`src/rtl/rs232_rx_fifo.sv`:
```
// Receive-side byte buffer between the RS-232 receiver and the CPU IO bus.
// A two-state FSM drains the receiver's rdy/done handshake into a first-word-fall-through FIFO.
module rs232_rx_fifo #(
    parameter int unsigned AW = 4,
    parameter int unsigned DW = 8
) (
    input  logic          clk,
    input  logic          rst,
    input  logic          rx_rdy,
    input  logic [DW-1:0] rx_data,
    output logic          rx_done,
    input  logic          pop,
    input  logic          clr_ovf,
    output logic [DW-1:0] q,
    output logic          rdy,
    output logic          full,
    output logic          ovf,
    output logic [AW:0]   count
);

    localparam int unsigned Depth    = 1 << AW;
    localparam logic [AW:0] CntFull  = Depth[AW:0];

    typedef enum logic {
        StIdle,
        StHold
    } state_e;

    state_e          r_state;
    state_e          w_state_next;
    logic            r_rx_done;
    logic [AW-1:0]   r_wp;
    logic [AW-1:0]   r_rp;
    logic [AW:0]     r_count;
    logic            r_ovf;
    logic [DW-1:0]   r_mem [Depth];

    logic            w_take;
    logic            w_rdy;
    logic            w_full;
    logic            w_pop_eff;
    logic            w_push;
    logic            w_discard;

    assign w_rdy     = (r_count != '0);
    assign w_full    = (r_count == CntFull);
    assign w_pop_eff = pop & w_rdy;
    // A pop in the same cycle frees the slot, so a full FIFO still accepts the byte.
    assign w_push    = w_take & (~w_full | w_pop_eff);
    assign w_discard = w_take & ~w_push;

    // FSM: state register
    always_ff @(posedge clk or posedge rst) begin
        if (rst) begin
            r_state <= StIdle;
        end else begin
            r_state <= w_state_next;
        end
    end

    // FSM: next state
    always_comb begin
        w_state_next = r_state;
        unique case (r_state)
            StIdle: if (rx_rdy) w_state_next = StHold;
            // rx_rdy lags done by a cycle; waiting for it to drop keeps one push per byte.
            StHold: if (!rx_rdy) w_state_next = StIdle;
            default: w_state_next = StIdle;
        endcase
    end

    // FSM: outputs
    always_comb begin
        w_take = 1'b0;
        unique case (r_state)
            StIdle:  w_take = rx_rdy;
            StHold:  w_take = 1'b0;
            default: w_take = 1'b0;
        endcase
    end

    always_ff @(posedge clk or posedge rst) begin
        if (rst) begin
            r_rx_done <= 1'b0;
        end else begin
            r_rx_done <= w_take;
        end
    end

    always_ff @(posedge clk or posedge rst) begin
        if (rst) begin
            r_wp <= '0;
            r_rp <= '0;
        end else begin
            if (w_push) begin
                r_wp <= r_wp + 1'b1;
            end
            if (w_pop_eff) begin
                r_rp <= r_rp + 1'b1;
            end
        end
    end

    always_ff @(posedge clk or posedge rst) begin
        if (rst) begin
            r_count <= '0;
        end else begin
            unique case ({w_push, w_pop_eff})
                2'b10:   r_count <= r_count + 1'b1;
                2'b01:   r_count <= r_count - 1'b1;
                default: r_count <= r_count;
            endcase
        end
    end

    // Set wins over clear.
    always_ff @(posedge clk or posedge rst) begin
        if (rst) begin
            r_ovf <= 1'b0;
        end else if (w_discard) begin
            r_ovf <= 1'b1;
        end else if (clr_ovf) begin
            r_ovf <= 1'b0;
        end
    end

    // Storage is deliberately not reset.
    always_ff @(posedge clk) begin
        if (w_push) begin
            r_mem[r_wp] <= rx_data;
        end
    end

    assign q       = w_rdy ? r_mem[r_rp] : '0;
    assign rdy     = w_rdy;
    assign full    = w_full;
    assign ovf     = r_ovf;
    assign count   = r_count;
    assign rx_done = r_rx_done;

endmodule

```
`config.mk`:
```
export PLATFORM = sky130hd
export DESIGN_NAME = rs232_rx_fifo
export DESIGN_NICKNAME = d
export VERILOG_FILES = /design/src/rtl/rs232_rx_fifo.sv
export SDC_FILE = /design/constraint.sdc
export NUM_CORES = 1
export LEC_CHECK = 0
export BUFFER_PORTS_ARGS = -buffer_cell sky130_fd_sc_hd__clkbuf_2
export CORE_ASPECT_RATIO = 0.5
export CORE_MARGIN = 5
export CORE_UTILIZATION = 40
export DETAILED_ROUTE_END_ITERATION = 7
export MAX_ROUTING_LAYER = met4
export PLACE_DENSITY = 0.66
export SETUP_SLACK_MARGIN = 0.05
export SKIP_LAST_GASP = 1
export SLEW_MARGIN = 30
export SYNTH_ARGS = -nofsm -noshare
export SYNTH_HDL_FRONTEND = slang
export SYNTH_SLANG_ARGS = --single-unit
export TNS_END_PERCENT = 10
```
`constraint.sdc`:
```
create_clock -name clk -period 4 [get_ports clk]
set_input_delay 1.2 -clock clk [delete_from_list [all_inputs] [get_ports clk]]
set_output_delay 1.2 -clock clk [all_outputs]
set_load 0.05 [all_outputs]
```
---- Word level (Yosys, flattened, before mapping) ----
Memory sizes are Yosys's and may differ from the RTL's.
Cells that the tools add are included.
word-level totals
  bits in latches ......................... 0
  memory bits (read-only) ................. 0
  output and inout bits ................... 17
  memories kept ........................... 1
  register bits ........................... 16
  RAM bits ................................ 128
cells by class
  bitwise logic cells ..................... 7
  equality and inequality tests ........... 3
  reductions and logical operators ........ 3
  div/mod/pow operators ................... 0
  $add $sub $neg .......................... 4
  multipliers ............................. 0
  shifts and indexed selects .............. 0
  order comparisons ....................... 0
  muxes and demuxes ....................... 8
memories
  name   words  bits a word  read ports  clocked after memory_dff  write ports  line  text
  r_mem  16     8            1           0                         1            36    logic [DW-1:0] r_mem [Depth];
operators with widths
  operator               count
  $pmux W5 S2            1
  $add A4 B1 Y4 const B  2
  $mux W8                1
  $add A5 B1 Y5 const B  1
  $eq A5 B5 Y1 const B   1
  $mux W1                5
  $reduce_bool A5 Y1     1
  $sub A5 B1 Y5 const B  1
  $reduce_bool A2 Y1     2
  $and A1 B1 Y1          3
  $not A1 Y1             3
  $eq A2 B1 Y1 const B   1
  $eq A2 B2 Y1 const B   1
  $pmux W1 S2            1
  $or A1 B1 Y1           1

---- Logic depth before layout (Yosys ltp) ----
Gate-level depths: netlist (run 1).
  depth in word-level cells ............... 7
  mapped depth ............................ 10
  depth with buffers taken out ............ 10

---- Worst setup path after synthesis (run 1) ----
OpenSTA, ideal clock, no wires.
  path type ............................... flip-flop to output port
  start point ............................. register r_count[1], in the netlist count[1]
  end point ............................... output q[0]
  cell stages (with the launch flop) ...... 6
  slack ................................... 0.289 ns
  arrival time ............................ 2.511 ns
  cells stage by stage .................... dfrtp_1 nor4_2 nand2b_1 clkbuf_1 o21ai_0 a21oi_1
on the way
  cells in the longest elaborated chain, start to end .. 2
RTL lines
  item                    line  text
  from (decl)             34    logic [AW:0] r_count;
  from (signal assigned)  109   2'b10: r_count <= r_count + 1'b1;
  from (signal assigned)  110   2'b01: r_count <= r_count - 1'b1;
  from (signal assigned)  111   default: r_count <= r_count;
  $reduce_bool A5 Y1      45    assign w_rdy = (r_count != '0);
  net rdy                 15    output logic rdy,
  $mux W8                 134   assign q = w_rdy ? r_mem[r_rp] : '0;
  to (decl)               14    output logic [DW-1:0] q,
The timed path passes the listed nets, and every way through them passes these cells.

---- Worst setup path in the final report (run 1) ----
  start point ............................. register r_rp[1]
  end point ............................... output q[1]
on the way
  cells in the longest elaborated chain, start to end .. 2
RTL lines
  item                    line  text
  from (decl)             33    logic [AW-1:0] r_rp;
  from (signal assigned)  99    r_rp <= r_rp + 1'b1;
  $mem_v2 Z16 W8          --
  $mux W8                 134
No other way between the ends.

==> results of run 1 <==
[area by class of cell]
type,instances,area [um^2]
Clock buffer,18,429
Clock inverter,14,183
Fill cell,1195,7600
Inverter,8,30.0
Multi-Input combinational cell,137,1550
Sequential cell,144,4240
Tap cell,198,248
Timing Repair Buffer,32,180
[stage by stage]
stage	utilization, %	instances
floorplan	-	304
global placement	43.2	519
detailed placement	43.2	519
CTS	47.5	551
global route	47.5	551
finish	47.5	551
[worst max path at each step]
| stage | startpoint | end | slack (ns) |
|---|---|---|---|
| after global routing | r_rp[1] | q[1] | 0.13 |
| final | r_rp[1] | q[1] | 0.27 |
| after CTS | r_rp[1] | q[1] | 0.25 |
| after floorplan | count[1] | q[0] | 0.29 |
| after global placement | rx_rdy | count[4] | 0.71 |
| after detailed placement | rx_rdy | count[4] | 0.62 |
[synthesized netlist by cell type, types with 5 or more instances]
library cell    n  area (um^2)
inv_1           8         30.0
ha_1            8          100
a21oi_1        10         50.1
dfrtp_1        16          400
mux4_2         32          721
and3_1          5         31.3
buf_2           6         30.0
and2_1         14         87.6
o21ai_0         8         40.0
mux2i_1         9         90.1
mux2_2          9          101
xnor2_1         8         70.1
edfxtp_1      128         3840
[cell families (layout without fill, tap and decap cells)]
logic type / count (synthesis) / count (layout) / share of synthesized area, %
DFF: 144 / 144 / 71.8
buffers and inverters: 23 / 72 / 1.97
xor gates and xnor gates: 9 / 9 / 1.33
muxes: 52 / 52 / 15.9
and+or+nand+nor: 43 / 43 / 4.36
AOI/OAI and AO/OA: 24 / 24 / 2.62
adders and majority gates: 9 / 9 / 2.03
[state kept, by name, summed over array words and instances, names as in the netlist]
name / count
count: 5
ovf: 1
r_mem: 128
r_rp: 4
r_state: 1
r_wp: 4
rx_done: 1
[per-layer routing]
layer	track usage, %	routed length (um)	part of all wire (%)
met2	23.6	5730	51
met4	4.49	50	0.44
met1	18.3	4790	42
met5	-	0	0
met3	3.40	754	6.7
[power by group]
| group | switching [mW] | total (mW) | internal [mW] |
|---|---|---|---|
| Sequential | 0.134 | 1.91 | 1.78 |
| Clock | 0.626 | 1.62 | 0.993 |
| Combinational | 1.06 | 1.75 | 0.693 |
| Total | 1.82 | 5.29 | 3.46 |
==> summary.md, run 1 <==
| Metric | Value |
|---|---|
| Initial Utilization | `between 40 and 50%` |
| Worst Clk Skew | `0.00895 ns` |
| Die width | `182 um` |
| Synth-to-Final Area Change | `16.1%` |
| H-tree Lvls | `4` |
| Die area | `17,500 um^2` |
| Crit path required time | `2.80 ns` |
| Routed wire length | `11.3 mm` |
| Root Driver | `clkbuf_16` |
| Fmax | `268 MHz` |
| Number of buffers created by CTS | `17` |
| Input/output buffers | `29` |
| CP Launch Type | `flip-flop` |
| Worst setup margin | `~0.27 ns` |
| Slowest cell delay on critical path | `approximately 0.53 ns` |
| Final Setup Violations | `0` |
| Power Total | `~5.3 mW` |
| Hold-critical path depth | `1` |
| Worst r2r src | `count[1]` |
| Period Utilization, post-route | `93.3%` |
| Cell Area, Synth | `approximately 6000 um^2` |
| Most common cell after layout, fill and taps aside | `edfxtp_1` |
| Register area share after synthesis | `71.8%` |
| Worst Reg-to-Reg Cells | `9` |
| Pre-CTS WS | `between 0.6 and 0.7 ns` |
| Number of global-route vias before repair | `roughly 3,200` |
| Outcome | `completed` |
| Buf/Inv on CP | `2` |
| Maxcap violations | `0` |
| Relative slew slack | `roughly 58%` |
| Synthesized instance count | `around 300` |
| Number of remaining DRC errors | `0` |
| Delay-heaviest family, CP | `multiplexers` |
| Hold Startpoint | `r_rp[3]` |
| Critical path's slowest cell | `mux4_2` |
| Hold Path Sink | `r_rp[3]` |
| Crit path time final | `3.73 ns` |
| Clk Latency, worst-skew pair | `approximately 0.4 ns` |
| Global-route usage over all layers | `between 10 and 15%` |
| Slack of the worst reg-to-reg path | `~0.84 ns` |
| Leak pwr | `between 2 and 2.5 nW` |
| Worst-Margin Slew | `between 0.6 and 0.7 ns` |
| Clock buffer depth | `2` |
| Min-Delay Path Class | `flip-flop to flip-flop` |
| Gp weighted congestion | `between 0.8 and 0.9` |
| Total clock sinks | `between 100 and 150` |
| Unrepaired setup endpoints after global routing | `no` |
| Post-Synthesis Net Count | `approximately 330` |
| 1st-pass router iterations | `4` |
| DR vias/cell | `just over 5` |
| Die Y | `between 90 and 100 um` |
| Count of cell types in the netlist | `37` |
| Ys async rst share | `between 10% and 20%` |
| Final net count | `362` |
| Worst-path clk slew | `about 0.06 ns` |
| Max Slew Vio Count | `0` |
| Largest net degree at the start of global routing | `33` |
| Crit Path Max Fanout | `32` |
| Number of flops mapped to enable cells by yosys | `128` |
| Most frequent cells in the layout | `edfxtp_1 (128), mux4_2 (32), clkbuf_2 (29), clkbuf_16 (17), dfrtp_1 (16)` |
| Post-DP Area | `between 6000 and 7000 um^2` |
| First-iteration detailed-routing DRC count | `between 150 and 200` |
| Worst-path cell chain | `buf_12 > mux4_2 > mux2_2 > o21ai_0 > a21oi_1 > clkbuf_2` |
| Critical Path AT | `2.53 ns` |
| GRT Residual Overflow | `0` |
| Cts hold-fix bufs | `0` |
| WS Path Type | `flip-flop to output port` |
| CTS resizes | `0` |
| Synth Warn # | `0` |
| ANT cells | `0` |
| Synth Area per Inst | `19.5 um^2` |
| Hold Vio Cnt, Final | `0` |
| Post-synth top flop | `edfxtp_1` |
| Global-route wire length before repair | `approximately 18 mm` |
| Hpwl dp | `just over 7 mm` |
| CTS tree | `yes` |
| # Post-CTS Setup Buffers | `0` |
| Share of cells above drive strength 1 | `31.2%` |
| Hold Slack | `0.481 ns` |
| Setup_tns | `0 ns` |
| Pwr dens | `770 nW/um^2` |
| Initial antenna violation count | `0` |
| RR Endpoint | `count[4]` |
| Drt wl/cell | `20.6 um` |
| Levels on crit path | `6` |
| Core Area | `~14,000 um^2` |
| FP Rows | `31` |
| Final instance area | `a little under 7000 um^2` |
| Vias | `between 2,000 and 3,000` |
| VDD IR max | `approximately 0.46 mV` |
| Remaining antenna violation count | `0` |
| Worst Setup End Kind | `output port` |
| Synthesized flop and latch total | `between 100 and 150` |
| Number of I/O pins | `30` |
No activity file was read; power rests on OpenSTA's default activity.
==> run 2: changes to the inputs <==
--- a/config.mk
+++ b/config.mk
@@ -12,6 +12,7 @@
 export DETAILED_ROUTE_END_ITERATION = 7
 export MAX_ROUTING_LAYER = met4
 export PLACE_DENSITY = 0.66
+export RECOVER_POWER = 25
 export SETUP_SLACK_MARGIN = 0.05
 export SKIP_LAST_GASP = 1
 export SLEW_MARGIN = 30
==> summary.md, run 2 (same netlist as run 1, synthesis figures left out) <==
| Metric | Value |
|---|---|
| Post-Route Utilization | `about 47%` |
| Crit Path Max Fanout | `32` |
| Worst setup margin | `0.289 ns` |
| Hold Vio Cnt, Final | `0` |
| Global-route usage over all layers | `between 10 and 15%` |
| H-tree Lvls | `4` |
| Number of I/O pins | `30` |
| Initial antenna violation count | `0` |
| Final net count | `roughly 360` |
| Crit path required time | `between 2 and 3 ns` |
| Core Area | `about 14,000 um^2` |
| Worst-path cell chain | `buf_12 > mux4_2 > mux2_2 > o21ai_0 > a21oi_1 > clkbuf_2` |
| Delay-heaviest family, CP | `multiplexers` |
| Root Driver | `clkbuf_16` |
| Most frequent cells in the layout | `edfxtp_1 (128), mux4_2 (32), clkbuf_2 (22), clkbuf_16 (17), dfrtp_1 (16)` |
| Final instance area | `just under 7000 um^2` |
| Die area | `17,500 um^2` |
| CP Launch Type | `flip-flop` |
| ANT cells | `0` |
| Slowest cell delay on critical path | `roughly 0.53 ns` |
| Critical Path AT | `2.51 ns` |
| Vias | `roughly 2,900` |
| Most common cell after layout, fill and taps aside | `edfxtp_1` |
| GRT Residual Overflow | `0` |
| Worst-path clk slew | `0.06 ns` |
| Worst Clk Skew | `0.00775 ns` |
| First-iteration detailed-routing DRC count | `180` |
| Min-Delay Path Class | `flip-flop to flip-flop` |
| CTS resizes | `0` |
| Gp weighted congestion | `around 0.8` |
| Input/output buffers | `29` |
| Initial Utilization | `between 40% and 50%` |
| DR vias/cell | `between 5 and 6` |
| Worst Setup End Kind | `output port` |
| VDD IR max | `0.461 mV` |
| Relative slew slack | `between 50% and 60%` |
| CTS tree | `yes` |
| Slack of the worst reg-to-reg path | `roughly 0.86 ns` |
| # Post-CTS Setup Buffers | `0` |
| Synth-to-Final Area Change | `16.0%` |
| Global-route wire length before repair | `18.0 mm` |
| Largest register FFs | `128` |
| Routed wire length | `11.3 mm` |
| Period Utilization, post-route | `slightly above 90%` |
| 1st-pass router iterations | `4` |
| Clock buffer depth | `2` |
| Cts hold-fix bufs | `0` |
| Share of cells above drive strength 1 | `just under 30%` |
| Pre-CTS WS | `approximately 0.62 ns` |
| Clk Latency, worst-skew pair | `about 0.41 ns` |
| Unrepaired setup endpoints after global routing | `no` |
| Number of buffers created by CTS | `17` |
| Drt wl/cell | `roughly 21 um` |
| Max Slew Vio Count | `0` |
| Largest net degree at the start of global routing | `33` |
| WS Path Type | `flip-flop to output port` |
| Buf/Inv on CP | `2` |
| Power Total | `around 5.3 mW` |
| Leak pwr | `around 2.4 nW` |
| Pwr dens | `roughly 770 nW/um^2` |
| Remaining antenna violation count | `0` |
| Critical path's slowest cell | `mux4_2` |
| Number of remaining DRC errors | `0` |
| Final Setup Violations | `0` |
| FP Rows | `31` |
| Hpwl dp | `between 7 and 8 mm` |
| Fmax | `269 MHz` |
| Number of global-route vias before repair | `3,152` |
| Total clock sinks | `around 140` |
| Crit path time final | `3.71 ns` |
| Die Y | `approximately 96 um` |
| Maxcap violations | `0` |
| Setup_tns | `0 ns` |
| Die width | `roughly 180 um` |
| Largest Register | `r_mem` |
| Outcome | `completed` |
| Post-DP Area | `roughly 6300 um^2` |
| Worst-Margin Slew | `about 0.65 ns` |
==> run 2: layer usage <==
metal	vias up	routed length [um]	global-route usage, %
met5	-	0	-
met4	0	68	4.49
met3	4	569	3.40
met2	61	5780	23.6
met1	1503	4890	18.3
li1	1286	-	-
==> run 2: worst paths after layout <==
path	end	depth (start not counted)	startpoint
min in group asynchronous	ovf	2	rst
worst min register to register	r_rp[3]	1	r_rp[3]
worst min-delay path	r_rp[3]	1	r_rp[3]
worst max-delay path	q[1]	6	r_rp[1]
worst max register to register	count[4]	9	count[1]
max in group asynchronous	count[2]	2	rst
==> run 2: area by class of cell <==
type / instances / area, um^2
clock buffer: 18 / 429
fill: 1195 / 7610
clock inverter: 14 / 183
inverter: 8 / 30.0
multi-input combinational: 137 / 1550
tap: 198 / 248
timing repair buffer: 32 / 171
sequential: 144 / 4240
==> run 2: power breakdown <==
part / internal (mW) / switching, mW
combinational: 0.692 / 1.06
sequential: 1.78 / 0.134
clock: 0.993 / 0.626
total: 3.46 / 1.82
==> run 2: per-stage QoR <==
step / cells / hold slack [ns]
CTS: 551 / 0.490
global route: 551 / 0.502
detailed placement: 519 / 0.464
floorplan: 304 / 0.510
global placement: 519 / 0.461
finish: 551 / 0.481
==> run 3: changes to the inputs <==
==> constraint.sdc (replaced) <==
create_clock -name clk -period 4 [get_ports clk]
set_input_delay 0.2 -clock clk [delete_from_list [all_inputs] [get_ports clk]]
set_output_delay 0.2 -clock clk [all_outputs]
set_load 0.05 [all_outputs]
==> summary.md, run 3 (same netlist as run 1, synthesis figures left out) <==
| Metric | Value |
|---|---|
| Fmax | `between 300 and 400 MHz` |
| Input/output buffers | `29` |
| Delay-heaviest family, CP | `simple AND/OR/NAND/NOR gates` |
| Global-route usage over all layers | `between 10% and 20%` |
| Drt wl/cell | `between 15 and 20 um` |
| Core Area | `14,500 um^2` |
| Synth-to-Final Area Change | `15.7%` |
| Total clock sinks | `~140` |
| DR vias/cell | `around 5.2` |
| Hold Startpoint | `pop` |
| Number of remaining DRC errors | `0` |
| Critical path's slowest cell | `dfrtp_1` |
| Period Utilization, post-route | `approximately three quarters` |
| Most common cell after layout, fill and taps aside | `edfxtp_1` |
| Number of buffers created by CTS | `17` |
| Worst-Margin Slew | `roughly 0.65 ns` |
| Hold-critical path depth | `3` |
| Hpwl dp | `7.14 mm` |
| GRT Residual Overflow | `0` |
| Max Slew Vio Count | `0` |
| Worst Setup End Kind | `flip-flop` |
| Buf/Inv on CP | `1` |
| Share of cells above drive strength 1 | `about 30%` |
| Post-DP Area | `6240 um^2` |
| CTS resizes | `0` |
| Worst-path clk slew | `about 0.060 ns` |
| FP Rows | `31` |
| RR Endpoint | `count[4]` |
| Crit path time final | `3.02 ns` |
| Vias | `around 2,900` |
| Global-route wire length before repair | `between 15 and 20 mm` |
| Min-Delay Path Class | `primary input to flip-flop` |
| WS Path Type | `flip-flop to flip-flop` |
| First-iteration detailed-routing DRC count | `between 150 and 200` |
| Hold Vio Cnt, Final | `0` |
| Met1 Resource Use GR | `17.7%` |
| Pwr dens | `between 700 and 800 nW/um^2` |
| Worst-path cell chain | `nor4_2 > nand2b_1 > nand3_1 > inv_1 > ha_1 > nand2b_1 > o2bb2ai_1 > or3_1 > a311o_1` |
| Final net count | `365` |
| Largest Register | `r_mem` |
| Final Setup Violations | `0` |
| # Post-CTS Setup Buffers | `0` |
| Final instance area | `6840 um^2` |
| Number of I/O pins | `30` |
| Routed wire length | `11.1 mm` |
| Slack of the worst reg-to-reg path | `between 0.9 and 1 ns` |
| Setup_tns | `0 ns` |
| Clk Latency, worst-skew pair | `roughly 0.42 ns` |
| Clock buffer depth | `2` |
| Maxcap violations | `0` |
| CP Launch Type | `flip-flop` |
| Largest register FFs | `roughly 130` |
| Initial Utilization | `approximately two fifths` |
| ANT cells | `0` |
| Leak pwr | `between 2 and 2.5 nW` |
| GR peak layer | `met2` |
| Initial antenna violation count | `0` |
| Met3 Resource Use GR | `under 10%` |
| Worst Clk Skew | `0.0125 ns` |
| Number of global-route vias before repair | `just over 3,000` |
| Most frequent cells in the layout | `edfxtp_1 (128), mux4_2 (32), clkbuf_2 (24), clkbuf_16 (17), dfrtp_1 (15)` |
| 1st-pass router iterations | `4` |
| Post-Route Utilization | `47.3%` |
| Levels on crit path | `9` |
| Slowest cell delay on critical path | `0.43 ns` |
| Crit path required time | `4.30 ns` |
| Relative slew slack | `between 50% and 60%` |
| Die Y | `roughly 96 um` |
| Die area | `around 17,000 um^2` |
| Unrepaired setup endpoints after global routing | `no` |
| CTS tree | `yes` |
| Gp weighted congestion | `slightly above 0.8` |
| Largest net degree at the start of global routing | `36` |
| Most used cell, CP | `nand2b_1` |
| Critical Path AT | `3.32 ns` |
| Worst r2r src | `count[0]` |
| Die width | `between 150 and 200 um` |
| VDD IR max | `~0.46 mV` |
| Outcome | `completed` |
| Worst Reg-to-Reg Cells | `9` |
| Hold Path Sink | `r_rp[2]` |
| Remaining antenna violation count | `0` |
| H-tree Lvls | `4` |
| Root Driver | `clkbuf_16` |
| Crit Path Max Fanout | `12` |
| Met2 GRT Util | `22.7%` |
-- run 3: power breakdown --
part	total [mW]	leakage [nW]	internal (mW)	switching [mW]
clock	1.52	0.275	0.875	0.648
sequential	1.95	1.34	1.78	0.177
combinational	1.70	0.732	0.682	1.01
-- run 3: metrics by stage --
step	hold WS [ns]	cells	setup WS (ns)	power [mW]
2_1_floorplan	0.114	304	1.29	3.31
3_3_place_gp	0.274	519	1.17	3.66
3_5_place_dp	0.311	519	0.972	3.70
4_1_cts	0.177	554	0.961	5.22
5_1_grt	0.205	554	0.695	5.42
6_report	0.207	554	0.976	5.18
-- run 3: routing by layer --
| layer | part of all wire [%] | up-vias |
|---|---|---|
| met1 | 42 | 1510 |
| li1 | - | 1297 |
| met4 | 0.70 | 0 |
| met3 | 5.8 | 10 |
| met2 | 51 | 88 |
| met5 | 0 | - |
-- run 3: cell type report --
type,count,area [um^2]
fill,1180,7630
timing repair buffer,35,191
inverter,8,30.0
sequential,144,4250
tap,198,248
clock inverter,15,148
clock buffer,17,425
multi-input combinational,137,1550
-- run 3: how the worst max path moves through the flow --
stage	endpoint	startpoint
3_5_place_dp	count[4]	count[0]
4_1_cts	count[4]	count[0]
2_1_floorplan	q[0]	count[1]
5_1_grt	count[4]	count[0]
3_3_place_gp	count[4]	count[0]
6_report	count[4]	count[0]
-- run 3: repair_timing --
action	CTS	global route
setup endpoints to repair	0	0
hold buffers	3	0
endpoints found under the hold margin	18	0
-- run 3: worst min-delay path: stages --
cell and delay (ns):
clkbuf_2 0.18, nand3_1 0.13, xnor2_1 0.07
